File: src/rtl/generic_fifo_pkg.sv
// Shared constants and helpers for the generic FIFO read-side blocks.
package generic_fifo_pkg;

  // Default data width, matching the FIFO rd_data width.
  localparam int unsigned DefDatWidth = 32;

  // Legal range of the RAM read latency, in read-clock cycles.
  localparam int unsigned RdLatMin = 1;
  localparam int unsigned RdLatMax = 3;

  // Width of the saturating statistics counters.
  localparam int unsigned STAT_W = 32;

  // Ceiling log2. Returns 0 for val <= 1.
  function automatic int unsigned clog2(input int unsigned val);
    int unsigned res;
    res = 0;
    for (int i = 0; i < 32; i++) begin
      if ((64'd1 << i) < 64'(val)) begin
        res = i + 1;
      end
    end
    return res;
  endfunction

endpackage

File: src/rtl/generic_fifo_skid_buf.sv
// Small circular skid buffer: binary pointers that wrap at Depth (Depth need not
// be a power of two), an occupancy count, synchronous clear and a sticky
// overflow flag. A push into a full buffer is dropped unless a pop happens in
// the same cycle.
module generic_fifo_skid_buf
  import generic_fifo_pkg::*;
#(
  parameter int unsigned DatWidth = DefDatWidth,
  parameter int unsigned Depth    = 2,
  parameter int unsigned CntWidth = clog2(Depth + 1)
) (
  input  logic                clk_i,
  input  logic                rst_ni,
  input  logic                clr_i,
  input  logic                push_i,
  input  logic [DatWidth-1:0] wdata_i,
  input  logic                pop_i,
  output logic [DatWidth-1:0] rdata_o,
  output logic [CntWidth-1:0] count_o,
  output logic                ovf_o
);

  localparam int unsigned PtrWidth = (Depth > 1) ? clog2(Depth) : 1;

  logic [DatWidth-1:0] mem_q [Depth];
  logic [PtrWidth-1:0] wptr_q, wptr_d;
  logic [PtrWidth-1:0] rptr_q, rptr_d;
  logic [CntWidth-1:0] count_q, count_d;
  logic                ovf_q, ovf_d;
  logic                empty, full, do_push, do_pop;

  function automatic logic [PtrWidth-1:0] ptr_inc(input logic [PtrWidth-1:0] p);
    return (p == PtrWidth'(Depth - 1)) ? '0 : p + PtrWidth'(1);
  endfunction

  assign empty   = (count_q == '0);
  assign full    = (count_q == CntWidth'(Depth));
  assign do_pop  = pop_i & ~empty & ~clr_i;
  // A full buffer can still take a word when the head leaves in the same cycle.
  assign do_push = push_i & ~clr_i & (~full | do_pop);

  // Next-state for pointers, count and the sticky overflow flag.
  always_comb begin
    wptr_d  = wptr_q;
    rptr_d  = rptr_q;
    count_d = count_q;
    ovf_d   = ovf_q;
    if (clr_i) begin
      wptr_d  = '0;
      rptr_d  = '0;
      count_d = '0;
    end else begin
      if (do_push) begin
        wptr_d = ptr_inc(wptr_q);
      end
      if (do_pop) begin
        rptr_d = ptr_inc(rptr_q);
      end
      if (do_push && !do_pop) begin
        count_d = count_q + CntWidth'(1);
      end else if (!do_push && do_pop) begin
        count_d = count_q - CntWidth'(1);
      end
      if (push_i && full && !do_pop) begin
        ovf_d = 1'b1;
      end
    end
  end

  // Control state register.
  always_ff @(posedge clk_i or negedge rst_ni) begin
    if (!rst_ni) begin
      wptr_q  <= '0;
      rptr_q  <= '0;
      count_q <= '0;
      ovf_q   <= 1'b0;
    end else begin
      wptr_q  <= wptr_d;
      rptr_q  <= rptr_d;
      count_q <= count_d;
      ovf_q   <= ovf_d;
    end
  end

  // Storage; cleared on reset so the head reads as zero out of reset.
  always_ff @(posedge clk_i or negedge rst_ni) begin
    if (!rst_ni) begin
      for (int i = 0; i < int'(Depth); i++) begin
        mem_q[i] <= '0;
      end
    end else if (do_push) begin
      mem_q[wptr_q] <= wdata_i;
    end
  end

  assign rdata_o = mem_q[rptr_q];
  assign count_o = count_q;
  assign ovf_o   = ovf_q;

endmodule

File: src/rtl/generic_fifo_rd_prefetch.sv
// Read-side prefetcher for the dual-clock FIFO. Issues pops, tracks reads in
// flight through a RD_LAT-deep pipe, captures returning words into a skid
// buffer and presents them as a valid/ready stream.
// Optional statistics counters: define GENERIC_FIFO_RD_PREFETCH_STATS_EN.
module generic_fifo_rd_prefetch
  import generic_fifo_pkg::*;
#(
  parameter int unsigned DAT_WIDTH = DefDatWidth,
  parameter int unsigned RD_LAT    = 1,
  parameter int unsigned BUF_DEPTH = 2,
  parameter int unsigned CNT_WIDTH = 2
) (
  input  logic                 clk,
  input  logic                 reset_n,
  input  logic                 enable,
  input  logic                 flush,
  input  logic                 fifo_empty,
  output logic                 fifo_rd_op,
  input  logic [DAT_WIDTH-1:0] fifo_rd_data,
  output logic                 out_valid,
  output logic [DAT_WIDTH-1:0] out_data,
  input  logic                 out_ready,
  output logic [CNT_WIDTH-1:0] buf_count,
  output logic                 busy,
  output logic                 ovf_err
`ifdef GENERIC_FIFO_RD_PREFETCH_STATS_EN
  ,
  output logic [STAT_W-1:0]    stat_words,
  output logic [STAT_W-1:0]    stat_stall
`endif
);

  logic [RD_LAT-1:0] inflight_q, inflight_d;
  logic [RD_LAT-1:0] discard_q, discard_d;
  logic [31:0]       inflight_cnt;
  logic [31:0]       occ_after;
  logic              pop_this_cycle;
  logic              capture;
  logic              run_q;

  assign pop_this_cycle = out_valid & out_ready;
  assign capture        = inflight_q[RD_LAT-1] & ~flush;

  // Number of reads currently travelling through the RAM pipe.
  always_comb begin
    inflight_cnt = '0;
    for (int i = 0; i < int'(RD_LAT); i++) begin
      inflight_cnt = inflight_cnt + 32'(inflight_q[i]);
    end
  end

  // Occupancy the buffer will eventually reach, net of this cycle's pop.
  assign occ_after = 32'(buf_count) + inflight_cnt - 32'(pop_this_cycle);

  // run_q holds pops off while in reset, so fifo_rd_op drops with reset_n.
  assign fifo_rd_op = run_q & enable & ~fifo_empty & ~flush &
                      (occ_after < 32'(BUF_DEPTH));

  // Pipe shift; a flush turns every in-flight read into a discard mark.
  always_comb begin
    inflight_d = '0;
    discard_d  = '0;
    if (flush) begin
      for (int i = 1; i < int'(RD_LAT); i++) begin
        discard_d[i] = discard_q[i-1] | inflight_q[i-1];
      end
    end else begin
      inflight_d[0] = fifo_rd_op;
      for (int i = 1; i < int'(RD_LAT); i++) begin
        inflight_d[i] = inflight_q[i-1];
        discard_d[i]  = discard_q[i-1];
      end
    end
  end

  // Pipe and run-enable registers.
  always_ff @(posedge clk or negedge reset_n) begin
    if (!reset_n) begin
      inflight_q <= '0;
      discard_q  <= '0;
      run_q      <= 1'b0;
    end else begin
      inflight_q <= inflight_d;
      discard_q  <= discard_d;
      run_q      <= 1'b1;
    end
  end

  generic_fifo_skid_buf #(
    .DatWidth (DAT_WIDTH),
    .Depth    (BUF_DEPTH),
    .CntWidth (CNT_WIDTH)
  ) u_skid_buf (
    .clk_i   (clk),
    .rst_ni  (reset_n),
    .clr_i   (flush),
    .push_i  (capture),
    .wdata_i (fifo_rd_data),
    .pop_i   (pop_this_cycle),
    .rdata_o (out_data),
    .count_o (buf_count),
    .ovf_o   (ovf_err)
  );

  assign out_valid = (buf_count != '0);
  assign busy      = out_valid | (inflight_q != '0) | (discard_q != '0);

`ifdef GENERIC_FIFO_RD_PREFETCH_STATS_EN
  logic [STAT_W-1:0] words_q, words_d;
  logic [STAT_W-1:0] stall_q, stall_d;

  // Saturating transfer and stall counters; flush clears them.
  always_comb begin
    words_d = words_q;
    stall_d = stall_q;
    if (flush) begin
      words_d = '0;
      stall_d = '0;
    end else begin
      if (pop_this_cycle && (words_q != '1)) begin
        words_d = words_q + STAT_W'(1);
      end
      if (out_valid && !out_ready && (stall_q != '1)) begin
        stall_d = stall_q + STAT_W'(1);
      end
    end
  end

  // Statistics registers.
  always_ff @(posedge clk or negedge reset_n) begin
    if (!reset_n) begin
      words_q <= '0;
      stall_q <= '0;
    end else begin
      words_q <= words_d;
      stall_q <= stall_d;
    end
  end

  assign stat_words = words_q;
  assign stat_stall = stall_q;
`endif

endmodule

File: config.mk
export PLATFORM = sky130hd
export DESIGN_NAME = generic_fifo_rd_prefetch
export DESIGN_NICKNAME = d
export VERILOG_FILES = /design/src/rtl/generic_fifo_pkg.sv /design/src/rtl/generic_fifo_skid_buf.sv /design/src/rtl/generic_fifo_rd_prefetch.sv
export SDC_FILE = /design/constraint.sdc
export NUM_CORES = 1
export LEC_CHECK = 0
export BUFFER_PORTS_ARGS = -buffer_cell sky130_fd_sc_hd__buf_4
export CAP_MARGIN = 10
export CORE_ASPECT_RATIO = 1.25
export CORE_UTILIZATION = 35
export CTS_CLUSTER_DIAMETER = 120
export CTS_CLUSTER_SIZE = 20
export DETAILED_ROUTE_END_ITERATION = 10
export GPL_ROUTABILITY_DRIVEN = 0
export PLACE_DENSITY = 0.54
export SYNTH_ARGS = -nofsm -noshare
export SYNTH_HDL_FRONTEND = slang
export SYNTH_HIERARCHICAL = 1
export SYNTH_SLANG_ARGS = --single-unit
File: constraint.sdc
create_clock -name clk -period 2.8 [get_ports clk]
set_input_delay 0.56 -clock clk [delete_from_list [all_inputs] [get_ports clk]]
set_output_delay 0.56 -clock clk [all_outputs]
set_load 0.01 [all_outputs]
# Word level (Yosys, flattened, before mapping)
# Cells that the tools add are included.
# word_totals
regBits	71
input_bits	38
out_inout_bits	38
wordCells	66
# op_classes
add_sub_neg	6
order_cmp	4
n_eq_ne	1
mux	16
bitwise_logic	18
n_reduce_logical	13
# op_table
operator	count
two-way mux 32 bit	4
bitwise mux 64 bit	1
demux 32 bit (select 1 bit)	1
less-than comparator 32 x 2 -> 1 bit (second input constant)	1
AND 1 bit	10
two-way mux 1 bit	7
two-way mux 2 bit	3
nonzero test 2 bit	3
logical AND 1 bit	5
greater-or-equal comparator 2 bit (second input constant)	2
NOT 1 bit	4
NOT 1 -> 2 bit	2
subtractor 3 x 1 -> 4 bit	1
adder 2 x 1 -> 3 bit	1
nonzero test 3 bit	1
adder 1 bit (second input constant)	2
adder 2 x 1 -> 2 bit (second input constant)	1
== test 2 bit (second input constant)	1
logical NOT 1 bit	2
logical NOT 2 bit	1
less-than comparator 2 x 1 -> 1 bit (second input constant)	1
OR 1 bit	2
AND reduction 2 bit	1
subtractor 2 x 1 -> 2 bit (second input constant)	1

# Depth between registers and ports, before layout
# depth
ltp_word	11
depth_mapped	6
depth_no_buf	5

# Cells and area by module
# Netlist, hierarchy kept.
# by_module_without_submodules
mod	instances	cells_each	area_each_um2	seq_area_each_um2
generic_fifo_skid_buf	1	200	3144.3	1726.7
generic_fifo_rd_prefetch	1	16	156.4	50.0

# Worst setup path before layout
# No wires, ideal clock.
# synth_path
path_type	input port to output port
from	in out_ready
to	out fifo_rd_op
t_arrival_ns	1.709
required_time_ns	2.240
setup_slack_ns	0.531
path_stages	5
path_cell_list	xor2_1 and2_1 fa_1 xnor2_1 nor3_1
# synth_between
elab_chain_cells	4
# synth_rtl
item	line	source
start: declaration	generic_fifo_rd_prefetch.sv:22	input logic out_ready,
AND 1 bit	generic_fifo_rd_prefetch.sv:41	assign pop_this_cycle = out_valid & out_ready;
subtractor 3 x 1 -> 4 bit	generic_fifo_rd_prefetch.sv:53	assign occ_after = 32'(buf_count) + inflight_cnt - 32'(pop_this_cycle);
less-than comparator 32 x 2 -> 1 bit	generic_fifo_rd_prefetch.sv:57	(occ_after < 32'(BUF_DEPTH));
AND 1 bit	generic_fifo_rd_prefetch.sv:56	assign fifo_rd_op = run_q & enable & ~fifo_empty & ~flush &
end: declaration	generic_fifo_rd_prefetch.sv:18	output logic fifo_rd_op,
# No other way between the ends.

# Worst setup path after layout
# layout_path
from	reg u_skid_buf.count_q[0], in the netlist u_skid_buf/count_o[0]
to	out fifo_rd_op
# layout_between
elab_chain_cells	5
word_cells_on_any_way	6
cone_classes	add/sub: 2; order compare: 1; bitwise: 2; reduce/logical: 1
# layout_rtl
item	line	source
start: declaration	generic_fifo_skid_buf.sv:28	logic [CntWidth-1:0] count_q, count_d;
start signal: assignment	generic_fifo_skid_buf.sv:80	count_q <= count_d;
nonzero test 2 bit	generic_fifo_rd_prefetch.sv:105	assign out_valid = (buf_count != '0);
AND 1 bit	generic_fifo_rd_prefetch.sv:41	
via pop_this_cycle	generic_fifo_rd_prefetch.sv:37	logic pop_this_cycle;
subtractor 3 x 1 -> 4 bit	generic_fifo_rd_prefetch.sv:53	
less-than comparator 32 x 2 -> 1 bit	generic_fifo_rd_prefetch.sv:57	
AND 1 bit	generic_fifo_rd_prefetch.sv:56	
# The timed path passes the listed nets, and every way through them passes these cells.

==> flow_metrics.tcl <==
set metrics [dict create \
    grt_util_all_layers_pct 14.4 \
    ys_warn_count 6 \
    min_path_type "in -> async" \
    wl_per_cell_um 15.1 \
    cts-root-buf "clkbuf_16" \
    p_seq_share_pct 42.3 \
    synth.top_cell.area_share_pct 53.8 \
    postCtsResizedCells 0 \
    cts_tree "done" \
    p_int_uw 2150 \
    timing.max_cap.violations 0 \
    die_w_um 88.9 \
    crit_type "reg -> out" \
    overflow 0 \
    post_cts_buffers 0 \
    crit_cells 6 \
    diodes 0 \
    cts.sinks 71 \
    power_switching_uw 623 \
    synth-seq-cells 71 \
    initial_core_util_pct 36.0 \
    clk_latency_ns 0.33 \
    reg2reg_from "u_skid_buf/count_o[0]" \
    slowest_delay_ns 0.48 \
    fin_tns_setup_ns 0 \
    drtAntennaViolNets 0 \
    dieArea_sq_um 9830 \
    syn_area_sq_um 3300 \
    switching_share_pct 22.5 \
    cp.required_ns 2.24 \
    area_growth_syn_to_layout_pct 30.3 \
    cp_top_family "flip-flops" \
    clkPwrFrac_pct 40.2 \
    finalSetupViolations 0 \
    startpoint_type "flop" \
    crit_start "u_skid_buf/count_o[0]" \
    reg2regPathDepth 5 \
    rsz0062_at_grt "no" \
    p_per_area_nw_per_um2 645 \
    hold_viol 0 \
    synth_largest_area_cell "dfrtp_1" \
    critPathSlowestCell "dfrtp_2" \
    grt_pass1_wl_um 10500 \
    synth_area_per_cell_sq_um 15.3 \
    htree_levels 3 \
    final_util_pct 46.9 \
    cp.arrival_ns 1.97 \
    async_flop_share_pct 100 \
    synth_flop_cell "dfrtp_1" \
    hold_buffers 0 \
    first_pass_iters 2 \
    dp_hpwl_um 4050 \
    grt_pass1_vias 2140 \
    port_buffers 75 \
    finalClockSkew_ns 0.00442 \
    dr_total_vias 1976 \
    fin_nets 335 \
    ios 76 \
    ys_types 33 \
    via_per_inst 4.66 \
    drc_errors 0 \
    status "finished, final reports clean" \
    cp.buffers_inverters 1 \
    synth_nets 255 \
    die_h_um 111 \
    comb_power_share_pct 17.5 \
    leakage_uw 0.00220 \
    max_freq_mhz 396 \
    wl_um 6380 \
    worstMarginPinSlew_ns 0.912 \
    drive_gt1_share_pct 65.8 \
    cts.clk_slew.worst_paths_ns 0.05 \
    finalCritPeriodShare_pct 90.3 \
    synth-edff-count 0 \
    core_sq_um 9170 \
    first_iter_violations 59 \
    grt_max_degree 72 \
    ir_drop_uv 274 \
    yosysSeqAreaShare_pct 53.8 \
    syn_inst 216 \
    row_count 39 \
    clock_path_buffers 2 \
    maxSlewViolCount 0 \
    power_uw 2770 \
    layout_min_cycle_time_ns 2.53 \
    relSlewSlack_pct 39.2 \
    synth_area_leaders "dfrtp_1, mux2_2, mux2_4, buf_6, buf_2" \
    antenna_found_initial 0 \
    cts_made_buffers 9 \
    path_cells "o21a_2 > nand2b_1 > fa_1 > xnor2_1 > nor3_1 > buf_4" \
    end_kind "primary output" \
    path_max_fanout 14 \
]
==> worst reg2reg max path: stages, from the launching register on <==
cell and delay, ns:
dfrtp_2 0.48, o21a_2 0.23, nor3b_2 0.10, or4b_2 0.64, buf_4 0.27, mux2_4 0.34
==> power groups by stage <==
stage | sequential [uW] | combinational, uW | clock [uW]
6_report | 1170 | 486 | 1110
5_1_grt | 1180 | 523 | 1200
4_1_cts | 1170 | 495 | 1160
3_5_place_dp | 1190 | 494 | 0
3_3_place_gp | 1190 | 488 | 0
2_1_floorplan | 1170 | 273 | 0
==> final cells by class <==
type | count | area [sq um]
clock buffers | 12 | 246
clock inverters | 4 | 45.0
fillers | 867 | 4870
inverters | 2 | 7.51
multi-input cells | 129 | 1450
flip-flops and latches | 71 | 1780
well taps | 123 | 154
repair buffers | 83 | 623
==> final timing paths <==
path | slack [ns] | to
worst min-delay path | 0.37 | u_skid_buf/mem_q[52]
min in group clk | 0.46 | u_skid_buf/mem_q[20]
worst max register to register | 0.62 | u_skid_buf/mem_q[48]
worst min register to register | 0.49 | u_skid_buf/mem_q[20]
worst max-delay path | 0.27 | fifo_rd_op
max in group asynchronous | 1.79 | u_skid_buf/count_o[0]
==> cells in the final DEF, fill, tap and decap left out <==
cell	synthesis	layout
o21a_2	1	1
nor4bb_1	2	1
a21oi_1	2	2
nor3b_2	1	1
a31o_2	1	1
and4b_1	1	1
clkbuf_1	5	2
clkbuf_16	0	9
a22oi_1	1	1
a2111oi_0	1	1
or4b_2	0	1
mux2_2	66	66
o21ai_0	3	3
buf_4	1	83
nor4bb_4	0	1
nand2b_1	1	1
nor2b_1	2	2
or2_1	1	1
mux2_1	1	1
a31oi_1	1	1
nand4bb_1	1	1
clkbuf_8	0	1
bufinv_16	0	1
dfrtp_1	71	70
fa_1	1	1
inv_1	2	2
dfrtp_2	0	1
conb_1	1	1
and2_1	1	1
clkinv_2	0	3
mux2_4	29	29
xnor2_1	1	1
nand2_1	1	1
nor2_1	3	3
or3_1	1	1
nor3_1	2	2
xor2_1	2	2
==> Yosys cell counts, types with 2 or more instances <==
cell type	n
buf_6	3
nor4bb_1	2
o21ai_0	3
xor2_1	2
nor2b_1	2
inv_1	2
nor2_1	3
clkbuf_1	5
dfrtp_1	71
mux2_4	29
a21oi_1	2
mux2_2	66
buf_2	5
nor3_1	2
==> layer usage <==
layer	wire length [um]	track usage (%)	vias up
li1	-	-	929
met1	2890	17.6	997
met2	3080	22.5	42
met3	289	4.11	8
met4	124	7.74	0
met5	0	0	-
==> through the flow <==
stage / setup slack, ns / std cells / hold slack, ns / area [sq um]
6_report: 0.273 / 424 / 0.366 / 4300
5_1_grt: 0.0997 / 424 / 0.453 / 4300
4_1_cts: 0.128 / 424 / 0.402 / 4300
3_5_place_dp: 0.362 / 408 / 0.477 / 4010
3_3_place_gp: 0.370 / 408 / 0.469 / 4010
2_1_floorplan: 0.531 / 216 / 0.264 / 3300
==> cell families after synthesis <==
group,share of synthesized area [%]
AO/OA/AOI/OAI,1.97
XOR/XNOR,0.796
adder cells (fa/ha/maj),0.607
buffers and inverters,2.81
flip-flops,53.8
multiplexers,36.1
other,0.114
AND/OR/NAND/NOR,3.83
==> registers in the layout, summed over array words and instances (netlist names) <==
name,cells
u_skid_buf/mem_q,64
u_skid_buf/count_o,2
inflight_q,1
run_q,1
u_skid_buf/ovf_o,1
u_skid_buf/rptr_q,1
u_skid_buf/wptr_q,1
Power figures use the tool's default switching activity.
